<file path="src/rtl/seg_scan_ctrl.sv">
// seg_scan_ctrl
//   Time-multiplexed scan controller for a 4-digit common-anode 7-segment
//   display. One shared BCD-to-7-segment decoder is fed one nibble at a time
//   while the matching active-low digit select is pulled low. New display data
//   is accepted through a single-entry load/ack handshake and is only applied
//   at frame boundaries, so a frame never mixes old and new digits.
//
// Parameters
//   DIV  clocks each digit is lit per slot (>= 1)
//   GAP  dead-time clocks with all digits dark after each slot (0 = no gap)
//
// Ports
//   clk      system clock, rising edge
//   rst_n    synchronous active-low reset
//   en       scan enable; 0 = display dark, scan halted
//   load     one-cycle strobe requesting display of din
//   din      four BCD digits, din[3:0] is digit 0 (rightmost)
//   ack      one-cycle pulse: requested data is now on the display
//   pending  a load has been accepted but not applied yet
//   bcd      nibble for the shared decoder
//   dec_en   decoder enable
//   dig_n    active-low digit selects, dig_n[i] lights digit i
//   frame    one-cycle pulse in the last cycle of the digit-3 slot
//
// Build option
//   LEADING_ZERO_BLANK_EN  when defined, digits 3..1 are dark while they and
//                          every higher digit are zero (digit 0 always shows).

module seg_scan_ctrl #(
  parameter int DIV = 50000,
  parameter int GAP = 16
) (
  input  logic        clk,
  input  logic        rst_n,
  input  logic        en,
  input  logic        load,
  input  logic [15:0] din,
  output logic        ack,
  output logic        pending,
  output logic [3:0]  bcd,
  output logic        dec_en,
  output logic [3:0]  dig_n,
  output logic        frame
);

  localparam int MAXC = (DIV > GAP) ? DIV : GAP;
  localparam int CW   = $clog2(MAXC + 1);
  localparam bit HAS_GAP = (GAP > 0);
  localparam logic [CW-1:0] DIV_LAST = CW'(DIV - 1);
  localparam logic [CW-1:0] GAP_LAST = (GAP > 0) ? CW'(GAP - 1) : '0;

  typedef enum logic [1:0] {
    ST_IDLE,
    ST_SHOW,
    ST_GAP
  } state_t;

  state_t        state, state_nx;
  logic [1:0]    idx, idx_nx;
  logic [CW-1:0] cnt, cnt_nx;
  logic [15:0]   shadow;
  logic [15:0]   pend_data;
  logic          slot_end;
  logic          apply;
  logic [3:0]    nibble;
  logic          zero_blank;
  logic          blank;

  // A slot ends on the last gap cycle, or on the last lit cycle when there
  // is no gap at all. The end of the digit-3 slot is the frame boundary.
  assign slot_end = ((state == ST_GAP) && (cnt == GAP_LAST)) ||
                    (!HAS_GAP && (state == ST_SHOW) && (cnt == DIV_LAST));
  assign frame    = slot_end && (idx == 2'd3);

  // Data may be swapped in at a frame boundary, or at any clock while the
  // scan is idle since nothing is being shown then.
  assign apply = frame || (state == ST_IDLE);

  // Scan sequencing: IDLE -> SHOW(0) -> [GAP] -> SHOW(1) ... Dropping en
  // returns to IDLE from anywhere and restarts at digit 0.
  always_comb begin
    state_nx = state;
    idx_nx   = idx;
    cnt_nx   = cnt;
    if (!en) begin
      state_nx = ST_IDLE;
      idx_nx   = 2'd0;
      cnt_nx   = '0;
    end else begin
      case (state)
        ST_IDLE: begin
          state_nx = ST_SHOW;
          idx_nx   = 2'd0;
          cnt_nx   = '0;
        end
        ST_SHOW: begin
          if (cnt == DIV_LAST) begin
            cnt_nx = '0;
            if (HAS_GAP) begin
              state_nx = ST_GAP;
            end else begin
              idx_nx = idx + 2'd1;
            end
          end else begin
            cnt_nx = cnt + CW'(1);
          end
        end
        ST_GAP: begin
          if (cnt == GAP_LAST) begin
            cnt_nx   = '0;
            state_nx = ST_SHOW;
            idx_nx   = idx + 2'd1;
          end else begin
            cnt_nx = cnt + CW'(1);
          end
        end
        default: begin
          state_nx = ST_IDLE;
          idx_nx   = 2'd0;
          cnt_nx   = '0;
        end
      endcase
    end
  end

  always_ff @(posedge clk) begin
    if (!rst_n) begin
      state <= ST_IDLE;
      idx   <= 2'd0;
      cnt   <= '0;
    end else begin
      state <= state_nx;
      idx   <= idx_nx;
      cnt   <= cnt_nx;
    end
  end

  // Display outputs come only from registered state and the shadow copy, so
  // din/load never reach bcd or dig_n combinationally. A blanked digit must
  // keep its anode off: the decoder lights every segment when disabled or
  // fed a non-BCD nibble.
  always_comb begin
    case (idx)
      2'd0:    nibble = shadow[3:0];
      2'd1:    nibble = shadow[7:4];
      2'd2:    nibble = shadow[11:8];
      default: nibble = shadow[15:12];
    endcase

`ifdef LEADING_ZERO_BLANK_EN
    case (idx)
      2'd1:    zero_blank = (shadow[15:4] == 12'h000);
      2'd2:    zero_blank = (shadow[15:8] == 8'h00);
      2'd3:    zero_blank = (shadow[15:12] == 4'h0);
      default: zero_blank = 1'b0;
    endcase
`else
    zero_blank = 1'b0;
`endif

    blank  = (nibble > 4'd9) || zero_blank;
    bcd    = 4'd0;
    dec_en = 1'b0;
    dig_n  = 4'b1111;
    if (state == ST_SHOW) begin
      bcd = nibble;
      if (!blank) begin
        dec_en = 1'b1;
        dig_n  = ~(4'b0001 << idx);
      end
    end
  end

  // Single-entry load buffer. A load in the apply cycle itself wins over the
  // buffered value; repeated loads before a boundary just overwrite the
  // buffer, so they produce a single ack.
  always_ff @(posedge clk) begin
    if (!rst_n) begin
      shadow    <= 16'h0000;
      pend_data <= 16'h0000;
      pending   <= 1'b0;
      ack       <= 1'b0;
    end else begin
      ack <= 1'b0;
      if (apply && (pending || load)) begin
        shadow  <= load ? din : pend_data;
        pending <= 1'b0;
        ack     <= 1'b1;
      end else if (load) begin
        pend_data <= din;
        pending   <= 1'b1;
      end
    end
  end

endmodule

</file>
<file path="config.mk">
export PLATFORM = sky130hd
export DESIGN_NAME = seg_scan_ctrl
export DESIGN_NICKNAME = d
export VERILOG_FILES = /design/src/rtl/seg_scan_ctrl.sv
export SDC_FILE = /design/constraint.sdc
export NUM_CORES = 1
export LEC_CHECK = 0
export CAP_MARGIN = 20
export CORE_MARGIN = 2
export CORE_UTILIZATION = 50
export CTS_CLUSTER_SIZE = 20
export DETAILED_ROUTE_END_ITERATION = 8
export PLACE_DENSITY = 0.76
export REMOVE_ABC_BUFFERS = 1
export SYNTH_ARGS = -nofsm -noshare
export SYNTH_HDL_FRONTEND = slang
export SYNTH_SLANG_ARGS = --single-unit
export TNS_END_PERCENT = 10
</file>
<file path="constraint.sdc">
create_clock -name clk -period 1.9 [get_ports clk]
set_clock_uncertainty 0.05 [all_clocks]
set_input_delay 0.19 -clock clk [delete_from_list [all_inputs] [get_ports clk]]
set_output_delay 0.19 -clock clk [all_outputs]
set_load 0.02 [all_outputs]
</file>
# --- Word level (Yosys, flattened, before mapping) ---
# Cells that the tools add are included.
op_classes:
  reduce_logical: 11
  n_mux: 16
  n_addsub: 2
  magnitude_cmp: 1
  shift: 1
  bitwise: 3
  n_eq_ne: 9
op_table:
  columns: ["op", "count"]
  rows:
  - ["$mux 16", 3]
  - ["$pmux 16 s2", 1]
  - ["$add 16x1->16 const B", 1]
  - ["$eq 16x16->1 const B", 1]
  - ["$eq 16x4->1 const B", 1]
  - ["$mux 4", 3]
  - ["$pmux 4 s3", 1]
  - ["$eq 2x2->1 const B", 3]
  - ["$mux 2", 3]
  - ["$pmux 2 s3", 1]
  - ["$reduce_and 2->1", 3]
  - ["$eq 2x1->1 const B", 2]
  - ["$gt 4x4->1 const B", 1]
  - ["$logic_not 2->1", 2]
  - ["$not 4->4", 1]
  - ["$pmux 2 s2", 1]
  - ["$shl 1x2->4 const A", 1]
  - ["$logic_and 1x1->1", 3]
  - ["$mux 1", 3]
  - ["$add 2x1->2 const B", 1]
  - ["$logic_or 1x1->1", 2]
  - ["$ne 2x1->1 const B", 1]
  - ["$ne 2x2->1 const B", 1]
  - ["$not 1->1", 2]
  - ["$reduce_or 2->1", 1]
totals:
  ff_bits: 54
  output_inout_bits: 12

# --- Logic depth before layout (Yosys ltp) ---
logic_depth:
  word_depth: 6
  mapped_depth: 8
  depth_no_buf: 6

# --- Least setup slack after synthesis ---
# No wires, ideal clock.
synth_timing:
  path_type: "reg2out"
  from: "register idx[0]"
  to: "output port dig_n[0]"
  arrival_ns: 1.915
  path_slack_ns: -0.255
  path_stages_with_launch: 7
  n_path_buf: 0
  path_cell_list: "dfxtp_1 > inv_1 > ha_1 > a222oi_1 > nand2_1 > a21oi_1 > nand2_1"
synth_between:
  elab_chain_cells: 5
synth_rtl:
  columns: ["element", "line", "source"]
  rows:
  - ["start, declared", "59", "logic [1:0] idx, idx_nx;"]
  - ["start signal, assigned", "133", "idx <= idx_nx;"]
  - ["$eq 2x2->1 (tied with other cells)", "143", "case (idx)"]
  - ["$pmux 4 s3", "143", null]
  - ["$gt 4x4->1", "161", "blank = (nibble > 4'd9) || zero_blank;"]
  - ["$mux 4 (*)", "167", "if (!blank) begin"]
  - ["$mux 4 (*)", "165", "if (state == ST_SHOW) begin"]
  - ["end, declared", "42", "output logic [3:0] dig_n,"]
# Every way passes the cells marked *; elsewhere a longest branch is shown, timed or not.

# --- Worst setup path after layout ---
layout_timing:
  from: "register idx[0]"
  to: "output port dig_n[1]"
# The elaborated chain is that of the path after synthesis.

==> results.cfg <==
[power]
p_leak_nw = 1.398
power_density_mw_per_mm2 = 614.2
peakVddDrop_v = 0.0003352

[die]
die_y_um = 77.16
die_w_um = 77.16
row_count = 26
core_region_area_sq_mm = 0.005140
dieArea_sq_mm = 0.005954
num_io_pins = 32
initial_core_util_pct = 52.07

[final_layout]
nets = 420
diodes = 0
drive_above_1_share_pct = 23.79
final_cell_mix = dfxtp_1 (50), nand2_1 (39), buf_4 (37), nor2_1 (34), nand3_1 (23)
area_growth_syn_to_layout_pct = 30.72
fin_area_sq_mm = 0.003498
final_common_cell = dfxtp_1

[status]
status = complete, but fails checks
failed_checks = setup timing

[sta]
fin_setup_tns_ps = -2026
slew_headroom_pct = 67.26
slew_violations = 0
grt_setup_unrepaired = yes
tightest_slew_ps = 491.1
max_freq_mhz = 460.4
finalSetupViolCount = 11
finalHoldViolations = 0
period_minus_slack_ps = 2172
min_period_over_period_pct = 114.3
layout_setup_ws_ps = -272.1

[clocking]
numCtsBuffers = 5
hold_buffers = 0
cts.sinks = 54
clk_root_buffer_cell = clkbuf_8
h-tree-depth = 2
clock_path_buffers = 2
cts_tree = done
clkLatencyLatePin_ps = 300
clk_pin_slew_worst_paths_ps = 90

[grt]
grt_pass1_vias = 2292
grt_antenna_before_repair = 0
overflow = 0
grt_start_max_net_pins = 55
grt_pass1_wl_um = 10750
grt_use_total_pct = 22.09

[drt]
wl_met3_um = 331
dr_wl_met2_um = 3158
drt_wl_total_um = 6425
avgViaCountPerCell = 5.338
drt-wirelength-per-cell_um = 13.94
vias = 2461
met1_length_um = 2861
highest_layer = met4
ant_nets = 0
drc = 0
drtIter0Drc = 184
drt_pre_antenna_iters = 5

[yosys]
synth_area_sq_mm = 0.002676
seq_area_frac_synth_pct = 40.39
synth_edf_count = 0
ys_warn_count = 0
postSynthAreaPerCell_sq_um = 8.037
ys_ff_latch = 54
syn_inst = 333
synth_ff_type = dfxtp_1
async_flop_share_pct = 0
ys_types = 41

[hold_path]
hold_path_class = in2reg

[place]
gp_congestion = 0.9331
port_buffers = 31
dpl.hpwl_um = 4403
dpl_cell_area_sq_mm = 0.003257

[critical_path]
worst_ep_required_time_ps = 1660
crit_path_max_fanout = 5
critPathLaunchType = register
path_class = reg2out
cp-end-kind = output port
arrival_ps = 1930

[flow_run]
max_cap_violations = 0
==> path summary, 6_finish.rpt <==
check / startpoint / end / slack (ps) / depth (start not counted)
max: idx[0] / dig_n[1] / -270 / 8
min: rst_n / pend_data[14] / 170 / 3
max reg2reg: idx[0] / shadow[1] / 0 / 8
min reg2reg: pend_data[15] / pend_data[15] / 420 / 2
==> through the flow <==
| step | util [%] | total power, W | hold WS (ps) | instances | setup WS, ps |
|---|---|---|---|---|---|
| finish | 68.06 | 0.002149 | 171.3 | 461 | -272.1 |
| global route | 68.06 | 0.002244 | 199.4 | 461 | -342.0 |
| CTS | 65.82 | 0.002148 | 175.2 | 459 | -216.8 |
| detailed placement | 63.36 | 0.001512 | 414.9 | 450 | -397.7 |
| global placement | 63.36 | 0.001506 | 403.7 | 450 | -303.4 |
| floorplan | - | 0.001361 | 259.2 | 313 | -1026 |
==> cells in the mapped netlist, types with 2 or more instances <==
cell / instances / area share, %
inv_1: 22 / 3.1
buf_2: 3 / 0.56
xor2_1: 6 / 2.0
buf_6: 2 / 0.84
nand2b_1: 2 / 0.47
a222oi_1: 4 / 1.5
o221a_2: 8 / 3.4
nor2_1: 35 / 4.9
a21oi_1: 20 / 3.7
dfxtp_1: 54 / 40
nand3_1: 23 / 4.3
nor2b_1: 2 / 0.47
and4_1: 3 / 0.98
nand4_1: 3 / 0.70
nand2_1: 44 / 6.2
clkbuf_1: 13 / 1.8
o21ai_1: 7 / 1.3
o21ai_0: 21 / 3.9
nor3_1: 4 / 0.75
nor3b_1: 9 / 2.5
xnor2_1: 8 / 2.6
o211ai_1: 9 / 2.5
ha_1: 10 / 4.7
and2_1: 4 / 0.93
==> repair_timing <==
action	in CTS	in global routing
pin swaps	4	11
resized for setup	56	31
setup buffers	1	2
endpoints found under the setup margin	43	63
==> logic make-up after synthesis <==
group | Yosys count | share of synthesized area, %
AOI/OAI and AO/OA | 74 | 17.91
xor gates and xnor gates | 14 | 4.582
adders and majority gates | 10 | 4.675
buffers and inverters | 42 | 6.779
DFF | 54 | 40.39
muxes | 1 | 0.4207
and+or+nand+nor | 138 | 25.25
==> cell type report <==
class	count	area (sq um)
inverter	22	87.58
tap	70	87.58
fill	431	1642
timing repair buffer	70	610.6
clock buffer	7	86.33
multi-input combinational	237	1533
clock inverter	1	5.005
sequential	54	1089
==> power by group <==
| part | total, W | leakage [nW] | internal, W | switching [W] |
|---|---|---|---|---|
| Clock | 0.000644 | 0.0482 | 0.000295 | 0.000349 |
| Sequential | 0.00122 | 0.443 | 0.00118 | 0.0000366 |
| Combinational | 0.000289 | 0.907 | 0.000143 | 0.000146 |
| Total | 0.00215 | 1.40 | 0.00162 | 0.000532 |
==> registers in the layout, indices dropped and copies added, names as in the netlist <==
name and count:
ack 1, cnt 16, idx 2, pend_data 16, pending 1, shadow 16, state 2
==> routing by layer <==
| metal | track usage (%) | vias to the layer above |
|---|---|---|
| met2 | 36.52 | 58 |
| met4 | 5.536 | 0 |
| met1 | 29.64 | 1139 |
| met3 | 4.235 | 7 |
| li1 | - | 1257 |
| met5 | 0 | - |
==> worst max-delay path, stage by stage (launching register included) <==
cell	delay (ps)
dfxtp_2	360
inv_4	50
ha_4	170
a222oi_1	460
nand2_2	100
a21oi_2	170
buf_6	140
nand2_2	50
buf_6	120
(Power assumes the default switching activity.)
